==> src/rtl/multi_edge_detect_pkg.sv <==
`default_nettype none
// ============================================================================
//  Package    : edge_detect_pkg
//  Description: Shared types and default constants for the multi-channel
//               filtered edge detector.
//  Revision   : 1.0 - initial release
// ============================================================================
package edge_detect_pkg;

  // Per-channel edge qualification mode
  typedef enum logic [1:0] {
    EDGE_OFF  = 2'b00,
    EDGE_RISE = 2'b01,
    EDGE_FALL = 2'b10,
    EDGE_BOTH = 2'b11
  } edge_mode_t;

  // Default parameter values shared by the interface, top and channel
  localparam int   c_default_channels      = 4;
  localparam int   c_default_sync_stages   = 2;
  localparam int   c_default_filter_cycles = 3;
  localparam logic c_default_init_level    = 1'b0;

  // True when a filtered-level transition to new_level is reportable under mode.
  // A transition to 1 is a rising edge, a transition to 0 is a falling edge.
  function automatic logic edge_qualifies(input edge_mode_t mode, input logic new_level);
    logic result;
    result = 1'b0;
    case (mode)
      EDGE_OFF:  result = 1'b0;
      EDGE_RISE: result = new_level;
      EDGE_FALL: result = ~new_level;
      EDGE_BOTH: result = 1'b1;
      default:   result = 1'b0;
    endcase
    return result;
  endfunction

endpackage
`default_nettype wire

==> src/rtl/multi_edge_detect_if.sv <==
`default_nettype none
// ============================================================================
//  Interface  : multi_edge_detect_if
//  Description: Control/status bundle of the multi-channel edge detector.
//               The master side drives the raw inputs and configuration;
//               the slave side (the detector) returns levels, strobes and
//               sticky flags.
//  Revision   : 1.0 - initial release
// ============================================================================
interface multi_edge_detect_if #(
  parameter int CHANNELS = edge_detect_pkg::c_default_channels
);

  logic [CHANNELS-1:0]   signal_in;   // raw asynchronous inputs
  logic [2*CHANNELS-1:0] mode;        // edge_mode_t per channel, 2 bits each
  logic [CHANNELS-1:0]   irq_enable;  // per-channel interrupt mask
  logic [CHANNELS-1:0]   clear;       // write-1-to-clear for pending
  logic [CHANNELS-1:0]   level;       // filtered level
  logic [CHANNELS-1:0]   edge_pulse;  // one-cycle qualified edge strobe
  logic [CHANNELS-1:0]   pending;     // sticky edge flags
  logic                  irq;         // OR of enabled pending flags

  modport master (
    output signal_in,
    output mode,
    output irq_enable,
    output clear,
    input  level,
    input  edge_pulse,
    input  pending,
    input  irq
  );

  modport slave (
    input  signal_in,
    input  mode,
    input  irq_enable,
    input  clear,
    output level,
    output edge_pulse,
    output pending,
    output irq
  );

endinterface
`default_nettype wire

==> src/rtl/multi_edge_detect_channel.sv <==
`default_nettype none
// ============================================================================
//  Module     : edge_filter_channel
//  Description: One detector channel: input synchroniser, persistence
//               filter, mode-qualified edge strobe and sticky pending flag.
//  Revision   : 1.0 - initial release
// ============================================================================
module edge_filter_channel
  import edge_detect_pkg::*;
#(
  parameter int   SYNC_STAGES   = c_default_sync_stages,
  parameter int   FILTER_CYCLES = c_default_filter_cycles,
  parameter logic INIT_LEVEL    = c_default_init_level
) (
  input  wire logic       clock,
  input  wire logic       reset_n,
  input  wire logic       i_signal,
  input  wire logic [1:0] i_mode,
  input  wire logic       i_clear,
  output logic            o_level,
  output logic            o_edge_pulse,
  output logic            o_pending
);

  // The counter only has to reach FILTER_CYCLES-1; one spare bit keeps the
  // width legal when FILTER_CYCLES is 1.
  localparam int              CNT_W      = $clog2(FILTER_CYCLES) + 1;
  localparam logic [CNT_W-1:0] c_cnt_last = CNT_W'(FILTER_CYCLES - 1);
  localparam logic [CNT_W-1:0] c_cnt_one  = CNT_W'(1);

  logic [SYNC_STAGES-1:0] r_sync;
  logic [CNT_W-1:0]       r_cnt;
  logic                   r_level;
  logic                   r_edge_pulse;
  logic                   r_pending;

  edge_mode_t w_mode;
  logic       w_sample;     // synchronised sample
  logic       w_differs;    // sample disagrees with the accepted level
  logic       w_accept;     // new level has persisted long enough
  logic       w_qualified;  // accepted transition is reportable in this mode

  assign w_mode      = edge_mode_t'(i_mode);
  assign w_sample    = r_sync[SYNC_STAGES-1];
  assign w_differs   = (w_sample != r_level);
  assign w_accept    = w_differs && (r_cnt == c_cnt_last);
  // The direction of the transition is the value being accepted.
  assign w_qualified = w_accept && edge_qualifies(w_mode, w_sample);

  // Shift the raw input through the synchroniser chain.
  always_ff @(posedge clock or negedge reset_n) begin
    if (!reset_n) begin
      r_sync <= {SYNC_STAGES{INIT_LEVEL}};
    end else begin
      r_sync <= {r_sync[SYNC_STAGES-2:0], i_signal};
    end
  end

  // Persistence filter: any return to the current level restarts the count.
  always_ff @(posedge clock or negedge reset_n) begin
    if (!reset_n) begin
      r_cnt   <= '0;
      r_level <= INIT_LEVEL;
    end else if (!w_differs) begin
      r_cnt   <= '0;
    end else if (w_accept) begin
      r_level <= w_sample;
      r_cnt   <= '0;
    end else begin
      r_cnt   <= r_cnt + c_cnt_one;
    end
  end

  // Registered strobe, aligned with the level update it reports.
  always_ff @(posedge clock or negedge reset_n) begin
    if (!reset_n) begin
      r_edge_pulse <= 1'b0;
    end else begin
      r_edge_pulse <= w_qualified;
    end
  end

  // Sticky flag; a new event wins over a simultaneous clear.
  always_ff @(posedge clock or negedge reset_n) begin
    if (!reset_n) begin
      r_pending <= 1'b0;
    end else begin
      r_pending <= w_qualified | (r_pending & ~i_clear);
    end
  end

  assign o_level      = r_level;
  assign o_edge_pulse = r_edge_pulse;
  assign o_pending    = r_pending;

endmodule
`default_nettype wire

==> src/rtl/multi_edge_detect.sv <==
`default_nettype none
// ============================================================================
//  Module     : multi_edge_detect
//  Description: CHANNELS independent filtered edge detectors with per-channel
//               mode, sticky pending flags and a single masked interrupt.
//  Revision   : 1.0 - initial release
// ============================================================================
module multi_edge_detect
  import edge_detect_pkg::*;
#(
  parameter int   CHANNELS      = c_default_channels,
  parameter int   SYNC_STAGES   = c_default_sync_stages,
  parameter int   FILTER_CYCLES = c_default_filter_cycles,
  parameter logic INIT_LEVEL    = c_default_init_level
) (
  input  wire logic          clock,
  input  wire logic          reset_n,
  multi_edge_detect_if.slave bus
);

  logic [CHANNELS-1:0] w_level;
  logic [CHANNELS-1:0] w_edge_pulse;
  logic [CHANNELS-1:0] w_pending;

  // One self-contained detector per input channel.
  for (genvar gi = 0; gi < CHANNELS; gi++) begin : g_channel
    edge_filter_channel #(
      .SYNC_STAGES   (SYNC_STAGES),
      .FILTER_CYCLES (FILTER_CYCLES),
      .INIT_LEVEL    (INIT_LEVEL)
    ) u_channel (
      .clock        (clock),
      .reset_n      (reset_n),
      .i_signal     (bus.signal_in[gi]),
      .i_mode       (bus.mode[2*gi+1 -: 2]),
      .i_clear      (bus.clear[gi]),
      .o_level      (w_level[gi]),
      .o_edge_pulse (w_edge_pulse[gi]),
      .o_pending    (w_pending[gi])
    );
  end

  assign bus.level      = w_level;
  assign bus.edge_pulse = w_edge_pulse;
  assign bus.pending    = w_pending;

  // Interrupt is combinational so mask changes take effect immediately.
  assign bus.irq = |(w_pending & bus.irq_enable);

endmodule
`default_nettype wire

==> src/flat_wrapper.sv <==
// flat-port wrapper written by rule: the top's interface ports become plain ports
module multi_edge_detect_flat import edge_detect_pkg::*;
#(
  parameter int   CHANNELS      = c_default_channels,
  parameter int   SYNC_STAGES   = c_default_sync_stages,
  parameter int   FILTER_CYCLES = c_default_filter_cycles,
  parameter logic INIT_LEVEL    = c_default_init_level
)
  (clock, reset_n, bus_signal_in, bus_mode, bus_irq_enable, bus_clear, bus_level, bus_edge_pulse, bus_pending, bus_irq);
  multi_edge_detect_if #(.CHANNELS(CHANNELS)) bus_i ();
  input  wire logic clock;
  input  wire logic reset_n;
  input wire logic [$bits(bus_i.signal_in)-1:0] bus_signal_in;
  input wire logic [$bits(bus_i.mode)-1:0] bus_mode;
  input wire logic [$bits(bus_i.irq_enable)-1:0] bus_irq_enable;
  input wire logic [$bits(bus_i.clear)-1:0] bus_clear;
  output wire logic [$bits(bus_i.level)-1:0] bus_level;
  output wire logic [$bits(bus_i.edge_pulse)-1:0] bus_edge_pulse;
  output wire logic [$bits(bus_i.pending)-1:0] bus_pending;
  output wire logic [$bits(bus_i.irq)-1:0] bus_irq;
  assign bus_i.signal_in = bus_signal_in;
  assign bus_i.mode = bus_mode;
  assign bus_i.irq_enable = bus_irq_enable;
  assign bus_i.clear = bus_clear;
  assign bus_level = bus_i.level;
  assign bus_edge_pulse = bus_i.edge_pulse;
  assign bus_pending = bus_i.pending;
  assign bus_irq = bus_i.irq;
  multi_edge_detect #(.CHANNELS(CHANNELS), .SYNC_STAGES(SYNC_STAGES), .FILTER_CYCLES(FILTER_CYCLES), .INIT_LEVEL(INIT_LEVEL)) u_core (.clock(clock), .reset_n(reset_n), .bus(bus_i));
endmodule
==> config.mk <==
export PLATFORM = sky130hd
export DESIGN_NAME = multi_edge_detect_flat
export DESIGN_NICKNAME = d
export VERILOG_FILES = /design/src/rtl/multi_edge_detect_pkg.sv /design/src/rtl/multi_edge_detect_if.sv /design/src/rtl/multi_edge_detect_channel.sv /design/src/rtl/multi_edge_detect.sv /design/src/flat_wrapper.sv
export SDC_FILE = /design/constraint.sdc
export NUM_CORES = 1
export LEC_CHECK = 0
export CAP_MARGIN = 15
export CORE_ASPECT_RATIO = 1.5
export CORE_MARGIN = 1
export CORE_UTILIZATION = 35
export DETAILED_ROUTE_END_ITERATION = 8
export HOLD_SLACK_MARGIN = 0.1
export SYNTH_ARGS = -nofsm -noshare
export SYNTH_HDL_FRONTEND = slang
export SYNTH_HIERARCHICAL = 1
export SYNTH_SLANG_ARGS = --single-unit
==> constraint.sdc <==
create_clock -name clock -period 2.1 [get_ports clock]
set_clock_uncertainty 0.05 [all_clocks]
set_input_delay 0.42 -clock clock [delete_from_list [all_inputs] [get_ports clock]]
set_output_delay 0.42 -clock clock [all_outputs]
set_load 0.01 [all_outputs]
==> key figures, run 1 <==
Clock tree
  – Total CTS buffers: 5
  – Clock Latency Late Sink: about 0.28 ns
  – # Post-CTS Setup Buffers: 0
  – H-Tree Depth: 2
  – Clk buf depth: 2
  – CTS clk-pin slew, worst paths: approximately 0.060 ns
  – Clock tree from TritonCTS: yes
  – Total clock sinks: 32
  – Root buf cell: clkbuf_8

Route
  – WL met3: ~180 µm
  – Met1 wire length: just over 800 µm
  – WL met2: between 1 and 1.5 mm
  – DRC: 0
  – DRT iter0 DRCs: 6
  – Routed WL: between 2 and 2.5 mm
  – Via density per instance: ~4.6
  – Wire per inst: 11.7 µm
  – Top Layer Used: met4
  – Via Count: between 800 and 900
  – ANT nets after route: 0
  – DRT Pass-1 Iters: 4

Global routing
  – Vias in the first global route: a little under 900
  – GRT Total Usage: roughly 13%
  – Global route overflow: 0
  – Global-route wire length before repair: ~3.7 mm
  – Initial antenna violation count: 0
  – Largest net degree at the start of global routing: 33

Critical path
  – Critical Path Source: u_core/g_channel[3].u_channel/o_pending
  – Critical path cell sequence: clkdlybuf4s50_1
  – Startpoint Class: flop
  – WP data required: roughly 1.6 ns
  – CP Data Arrival Time: 1.27 ns
  – CP Capture Type: output pin
  – Critical-path top delay cell: clkdlybuf4s50_1
  – R2R Path Start: u_core/g_channel[1].u_channel/r_cnt[0]
  – Crit Path Class: reg2out
  – Largest delay contributor family on the critical path: buffers and inverters
  – Slowest stage delay, CP: around 0.58 ns
  – Buf/Inv on CP: 1
  – CP Max Fanout: 3

Hold path
  – HP Start: u_core/g_channel[3].u_channel/r_sync[0]
  – Hold WC Path Type: reg2reg

STA
  – WHS: around 0.3 ns
  – Actual slew at the worst max-slew pin: 0.385 ns
  – RSZ-0062 raised after global routing: false
  – Tmin final: about 1.7 ns
  – Tcrit/Tclk final: between 80% and 90%
  – F_max: between 0.5 and 0.6 GHz
  – Max-slew headroom: between 70 and 80%
  – Final Hold Vio Count: 0
  – Fin worst setup slack: between 0.3 and 0.4 ns
  – Pins Over Slew Limit: 0
  – # setup viols final: 0

Power
  – Total chip power: about 2 mW
  – Leakage: 0.896 nW
  – Maximum VDD drop: approximately 0.6 mV
  – Pwr dens: 1090 nW/µm²

Layout
  – Antenna Cells: 0
  – Final nets: approximately 180
  – Synth-to-layout area growth: 38.1%
  – Non-Filler Instances: roughly 190
  – Layout cells sized above 1: around 14%

Placement
  – Placed insts: about 180
  – Detailed placer's ending HPWL: 1.67 mm
  – Placer Congestion: ~0.76
  – Port Buffers: 34
  – Place WS: -0.0106 ns

Floorplan
  – Die Width: roughly 52 µm
  – Boundary Pins: 35
  – Die H: 77.4 µm
  – Initial core utilization: between 30% and 40%
  – Die ar.: roughly 4000 µm²
  – Core Area: about 3600 µm²
  – Row cnt: 27

Synth
  – Mapped Area: 1330 µm²
  – Register area share after synthesis: 60.4%
  – Post-synth cell types: 13
  – Seq cells post-synth: 32
  – Avg Inst Size Synth: ~13 µm²
  – YS warnings: 6
  – Post-Syn Instances: 103
  – Syn Nets: around 130

Run
  – Max cap viols: 0

Run status
  – Status: completed
power breakdown:
group	total (mW)	internal [mW]	switching, mW
clock network	0.489	0.291	0.198
registers	0.884	0.764	0.121
logic	0.617	0.368	0.249
total	1.99	1.42	0.568
area by class of cell:
| class | count | area (µm²) |
|---|---|---|
| inverter | 8 | 30.0 |
| timing repair buffer | 35 | 350 |
| fill | 351 | 1820 |
| tap | 43 | 53.8 |
| sequential | 32 | 801 |
| clock buffer | 7 | 96.3 |
| multi-input combinational | 63 | 499 |
worst register-to-register path, cell delays in order, from the launching register on:
cell and delay [ns]:
dfrtp_1 0.40, inv_1 0.06, ha_1 0.21, nor2_1 0.06, mux2_2 0.25, and2_1 0.16
timing repair:
item,CTS,global route
gates cloned,0,0
endpoints found under the hold margin,0,0
endpoints found under the setup margin,1,1
hold buffers,0,0
gates resized for setup,1,1
per-layer routing:
metal | vias to the layer above | track usage, %
li1 | 420 | -
met1 | 416 | 12.9
met2 | 27 | 20.9
met3 | 5 | 6.08
met4 | 0 | 6.32
met5 | - | 0
cells by family after synthesis:
kind of cell | Yosys count | synth area share, %
adders and majority gates | 8 | 7.55
and+or+nand+nor | 33 | 15.4
buffers and inverters | 8 | 2.27
DFF | 32 | 60.4
AOI/OAI and AO/OA | 10 | 4.91
muxes | 8 | 6.80
xor gates and xnor gates | 4 | 2.64
sequential cells by signal, summed over array words and instances, names as in the netlist:
signal and count:
u_core/g_channel.u_channel/o_edge_pulse 4, u_core/g_channel.u_channel/r_sync 8, u_core/g_channel.u_channel/o_level 4, u_core/g_channel.u_channel/r_cnt 12, u_core/g_channel.u_channel/o_pending 4
layout by cell type (no fill, tap or decap):
master	netlist	final
nand2b_4	4	4
inv_1	8	8
a21oi_1	4	4
a22oi_1	2	1
dfrtp_1	32	32
clkbuf_8	0	7
buf_4	0	1
a21o_1	4	4
dlymetal6s2s_1	0	1
and2_1	4	4
clkdlybuf4s50_1	0	33
xor2_1	4	4
a22oi_2	0	1
mux2_2	8	8
nand3b_1	8	8
nor2_1	12	12
ha_1	8	8
nand2_1	5	5
synth_stat cells, drive strengths merged:
cell type   n  share of area, %
ha          8               7.6
a21o        4               2.3
xor2        4               2.6
nand2b      4               4.2
inv         8               2.3
nor2       12               3.4
nand2       5               1.4
dfrtp      32                60
mux2        8               6.8
a21oi       4               1.5
nand3b      8               4.5
a22oi       2               1.1
and2        4               1.9
path summary, 6_finish.rpt:
check                                                               end  slack, ns  cells past startpoint
worst min register to register  u_core/g_channel[3].u_channel/r_sync[1]       0.30                      0
worst max register to register   u_core/g_channel[1].u_channel/r_cnt[2]       0.80                      5
min in group asynchronous       u_core/g_channel[0].u_channel/r_sync[0]       0.47                      2
worst max-delay path                                     bus_pending[3]       0.36                      1
worst min-delay path            u_core/g_channel[3].u_channel/r_sync[1]       0.30                      0
max in group asynchronous       u_core/g_channel[2].u_channel/r_sync[0]       1.24                      2
per-stage QoR:
step	TNS [ns]	util (%)	instance area, µm²
after detailed placement	-0.0106	47.3	1730
after global routing	0	50.2	1830
after CTS	0	50.1	1830
after global placement	-0.00823	47.3	1730
final	0	50.2	1830
after floorplan	0	-	1330
(Power assumes the default switching activity.)
==> run 2: changes to the inputs <==
==> constraint.sdc (replaced) <==
create_clock -name clock -period 1.65 [get_ports clock]
set_clock_uncertainty 0.05 [all_clocks]
set_input_delay 0.33 -clock clock [delete_from_list [all_inputs] [get_ports clock]]
set_output_delay 0.33 -clock clock [all_outputs]
set_load 0.01 [all_outputs]
==> run 2 against run 1 <==
Effect of this change:
- utilization grew 0.34 points
- worst setup slack lost 0.32 ns
- via count shrank 0.23%
- cell count grew 2.1%
- total power grew 28%
- clock power grew 22%
- design area grew 0.68%
- combinational power grew 36%
- critical path type unchanged
- critical endpoint is now bus_level[1]
- highest routed layer unchanged
==> key figures, run 2 (synthesized netlist as in run 1, its figures left out) <==
Run status
  – Status: completed (unchanged)

Global routing
  – GRT Total Usage: 13.3% (was 12.7%)
  – Global-route wire length before repair: 3.77 mm (was 3.68 mm)
  – Largest net degree at the start of global routing: 33 (unchanged)
  – Initial antenna violation count: 0 (unchanged)
  – Global route overflow: 0 (unchanged)
  – Vias in the first global route: 909 (was 895)

STA
  – Setup Total Neg Slack: 0 ns (unchanged)
  – F_max: between 0.6 and 0.7 GHz
  – Final Hold Vio Count: 0 (unchanged)
  – Pins Over Slew Limit: 0 (unchanged)
  – # setup viols final: 0 (unchanged)
  – Tcrit/Tclk final: a little over nine tenths
  – Actual slew at the worst max-slew pin: 0.383 ns (was 0.385 ns)
  – Max-slew headroom: 74.5% (was 74.3%)
  – Fin worst setup slack: 0.0416 ns (was 0.357 ns)
  – Tmin final: around 1.6 ns

Clock tree
  – Clock Latency Late Sink: 0.28 ns (about the same)
  – Clk buf depth: 2 (unchanged)
  – Total clock sinks: 32 (unchanged)
  – Root buf cell: clkbuf_8 (unchanged)
  – Clock tree from TritonCTS: yes (unchanged)
  – H-Tree Depth: 2 (unchanged)
  – CTS clk-pin slew, worst paths: 0.06 ns (about the same)
  – Post-CTS Hold Buffers: 0 (unchanged)
  – Total CTS buffers: 5 (unchanged)

Floorplan
  – Initial core utilization: 36.3% (unchanged)
  – Die Width: 52.2 µm (unchanged)
  – Core Area: 3650 µm² (unchanged)
  – Row cnt: 27 (unchanged)
  – Die H: 77.4 µm (unchanged)
  – Die ar.: 4040 µm² (unchanged)
  – Boundary Pins: 35 (unchanged)

Power
  – Switching Share: 29.4% (was 28.5%)
  – Gate power share: 33.0% (was 31.0%)
  – Net switching power figure: 0.749 mW (was 0.568 mW)
  – Leakage: 0.909 nW (was 0.896 nW)
  – Total chip power: 2.55 mW (was 1.99 mW)
  – Pwr dens: 1380 nW/µm² (was 1090 nW/µm²)
  – Reg power frac: 43.6% (was 44.4%)
  – Clock power share: 23.4% (was 24.6%)
  – Maximum VDD drop: 0.748 mV (was 0.616 mV)
  – P_int: 1.80 mW (was 1.42 mW)

Hold path
  – Hold WC Path Type: reg2reg (unchanged)
  – WHS Endpoint: u_core/g_channel[3].u_channel/r_sync[1] (unchanged)
  – HP Start: u_core/g_channel[3].u_channel/r_sync[0] (unchanged)
  – Hold path cells: 0 (unchanged)

Layout
  – Fill cell count: 352 (was 351)
  – Registers with the most flip-flops: u_core/g_channel.u_channel/r_cnt: 12 flops, u_core/g_channel.u_channel/r_sync: 8 flops (unchanged)
  – Number of flip-flops in the largest register: 12 (unchanged)
  – Final nets: 178 (was 175)
  – Leading cell types in the layout, fill and taps excluded: 32 x dfrtp_1, 31 x clkdlybuf4s50_1, 12 x nor2_1 (was 33 x clkdlybuf4s50_1, 32 x dfrtp_1, 12 x nor2_1)
  – Most common cell after layout, fill and taps aside: dfrtp_1 (was clkdlybuf4s50_1)
  – Antenna Cells: 0 (unchanged)
  – Layout cells sized above 1: 17.4% (was 14.5%)
  – Synth-to-layout area growth: 39.1% (was 38.1%)
  – Most flops, register: u_core/g_channel.u_channel/r_cnt (unchanged)
  – Finished Cell Area: 1840 µm² (was 1830 µm²)

Critical path
  – Slowest stage delay, CP: 0.56 ns (was 0.58 ns)
  – WP data required: 1.27 ns (was 1.63 ns)
  – Startpoint Class: flop (unchanged)
  – Reg2reg setup slack: 0.36 ns (was 0.80 ns)
  – Critical-path top delay cell: clkdlybuf4s50_1 (unchanged)
  – CP Data Arrival Time: 1.23 ns (was 1.27 ns)
  – CP Max Fanout: 5 (was 3)
  – Crit Path Class: reg2out (unchanged)
  – Critical path cell sequence: clkdlybuf4s50_1 (unchanged)
  – Largest delay contributor family on the critical path: buffers and inverters (unchanged)
  – CP Capture Type: output pin (unchanged)
  – Buf/Inv on CP: 1 (unchanged)
  – R2R Path Start: u_core/g_channel[2].u_channel/r_cnt[0] (was u_core/g_channel[1].u_channel/r_cnt[0])
  – R2R depth: 5 (unchanged)
  – End of the worst register-to-register path: u_core/g_channel[2].u_channel/r_cnt[2] (was u_core/g_channel[1].u_channel/r_cnt[2])

Route
  – Via density per instance: 4.51 (was 4.62)
  – ANT nets after route: 0 (unchanged)
  – Routed WL: 2.17 mm (was 2.19 mm)
  – Via Count: 866 (was 868)
  – DRC: 0 (unchanged)
  – DRT Pass-1 Iters: 4 (unchanged)
  – DRT iter0 DRCs: 9 (was 6)
  – Wire per inst: 11.3 µm (was 11.7 µm)

Run
  – Max cap viols: 0 (unchanged)

Placement
  – Placer Congestion: 0.755 (was 0.757)
  – Detailed placer's ending HPWL: 1.64 mm (was 1.67 mm)
  – Post-place instance area: 1730 µm² (unchanged)
  – Place WS: -0.267 ns (was -0.0106 ns)
  – Port Buffers: 34 (unchanged)
-- run 2: cell count changes in the layout (fill, tap and decap cells not counted), sizes merged --
cell and change:
buf +3, clkdlybuf4s50 -2, clkinv +2, dlygate4sd2 +1
-- run 2: power groups by stage --
| stage | combinational (mW) | sequential (mW) | clock, mW |
|---|---|---|---|
| 2_1_floorplan | 0.451 | 1.15 | 0 |
| 3_3_place_gp | 0.780 | 1.13 | 0 |
| 3_5_place_dp | 0.801 | 1.14 | 0 |
| 4_1_cts | 0.798 | 1.13 | 0.625 |
| 5_1_grt | 0.945 | 1.15 | 0.658 |
| 6_report | 0.842 | 1.11 | 0.598 |
-- run 2: layout make-up --
class                      count  area, µm²  area share, %
inverter                       8       30.0           1.63
tap                           43       53.8           2.92
timing repair buffer          38        367           19.9
multi-input combinational     63        499           27.1
sequential                    32        801           43.4
clock buffer                   6       82.6           4.48
clock inverter                 2       10.0          0.543
-- run 2: stage by stage --
stage / util (%) / hold slack [ns] / std cells
after global routing: 50.5 / 0.323 / 192
after global placement: 47.3 / 0.286 / 181
final: 50.5 / 0.301 / 192
after CTS: 50.0 / 0.305 / 189
after floorplan: - / -0.0156 / 103
after detailed placement: 47.3 / 0.290 / 181
-- run 2: how the worst max path moves through the flow --
stage,to,slack [ns],start,cells past startpoint
after detailed placement,bus_irq,-0.27,bus_irq_enable[2],4
after global placement,bus_irq,-0.28,bus_irq_enable[2],4
after global routing,bus_level[1],-0.0002,u_core/g_channel[1].u_channel/o_level,1
after floorplan,u_core/g_channel[0].u_channel/r_cnt[2],0.43,u_core/g_channel[0].u_channel/r_cnt[0],5
after CTS,bus_irq,0.0006,bus_irq_enable[2],4
final,bus_level[1],0.04,u_core/g_channel[1].u_channel/o_level,1
-- run 2: layer usage --
| metal | routed length (µm) | vias to the layer above | share of wire [%] | global-route usage, % |
|---|---|---|---|---|
| li1 | - | 427 | - | - |
| met1 | 755 | 406 | 35 | 12.6 |
| met2 | 1130 | 27 | 52 | 21.4 |
| met3 | 210 | 6 | 9.7 | 6.86 |
| met4 | 75 | 0 | 3.5 | 8.68 |
| met5 | 0 | - | 0 | 0 |
-- run 2: repair_timing --
item,4_1_cts,5_1_grt
cloned,0,0
pin swaps,1,0
setup endpoints to repair,1,5
buffers inserted,0,3
resized for setup,4,2
hold endpoints to repair,0,0
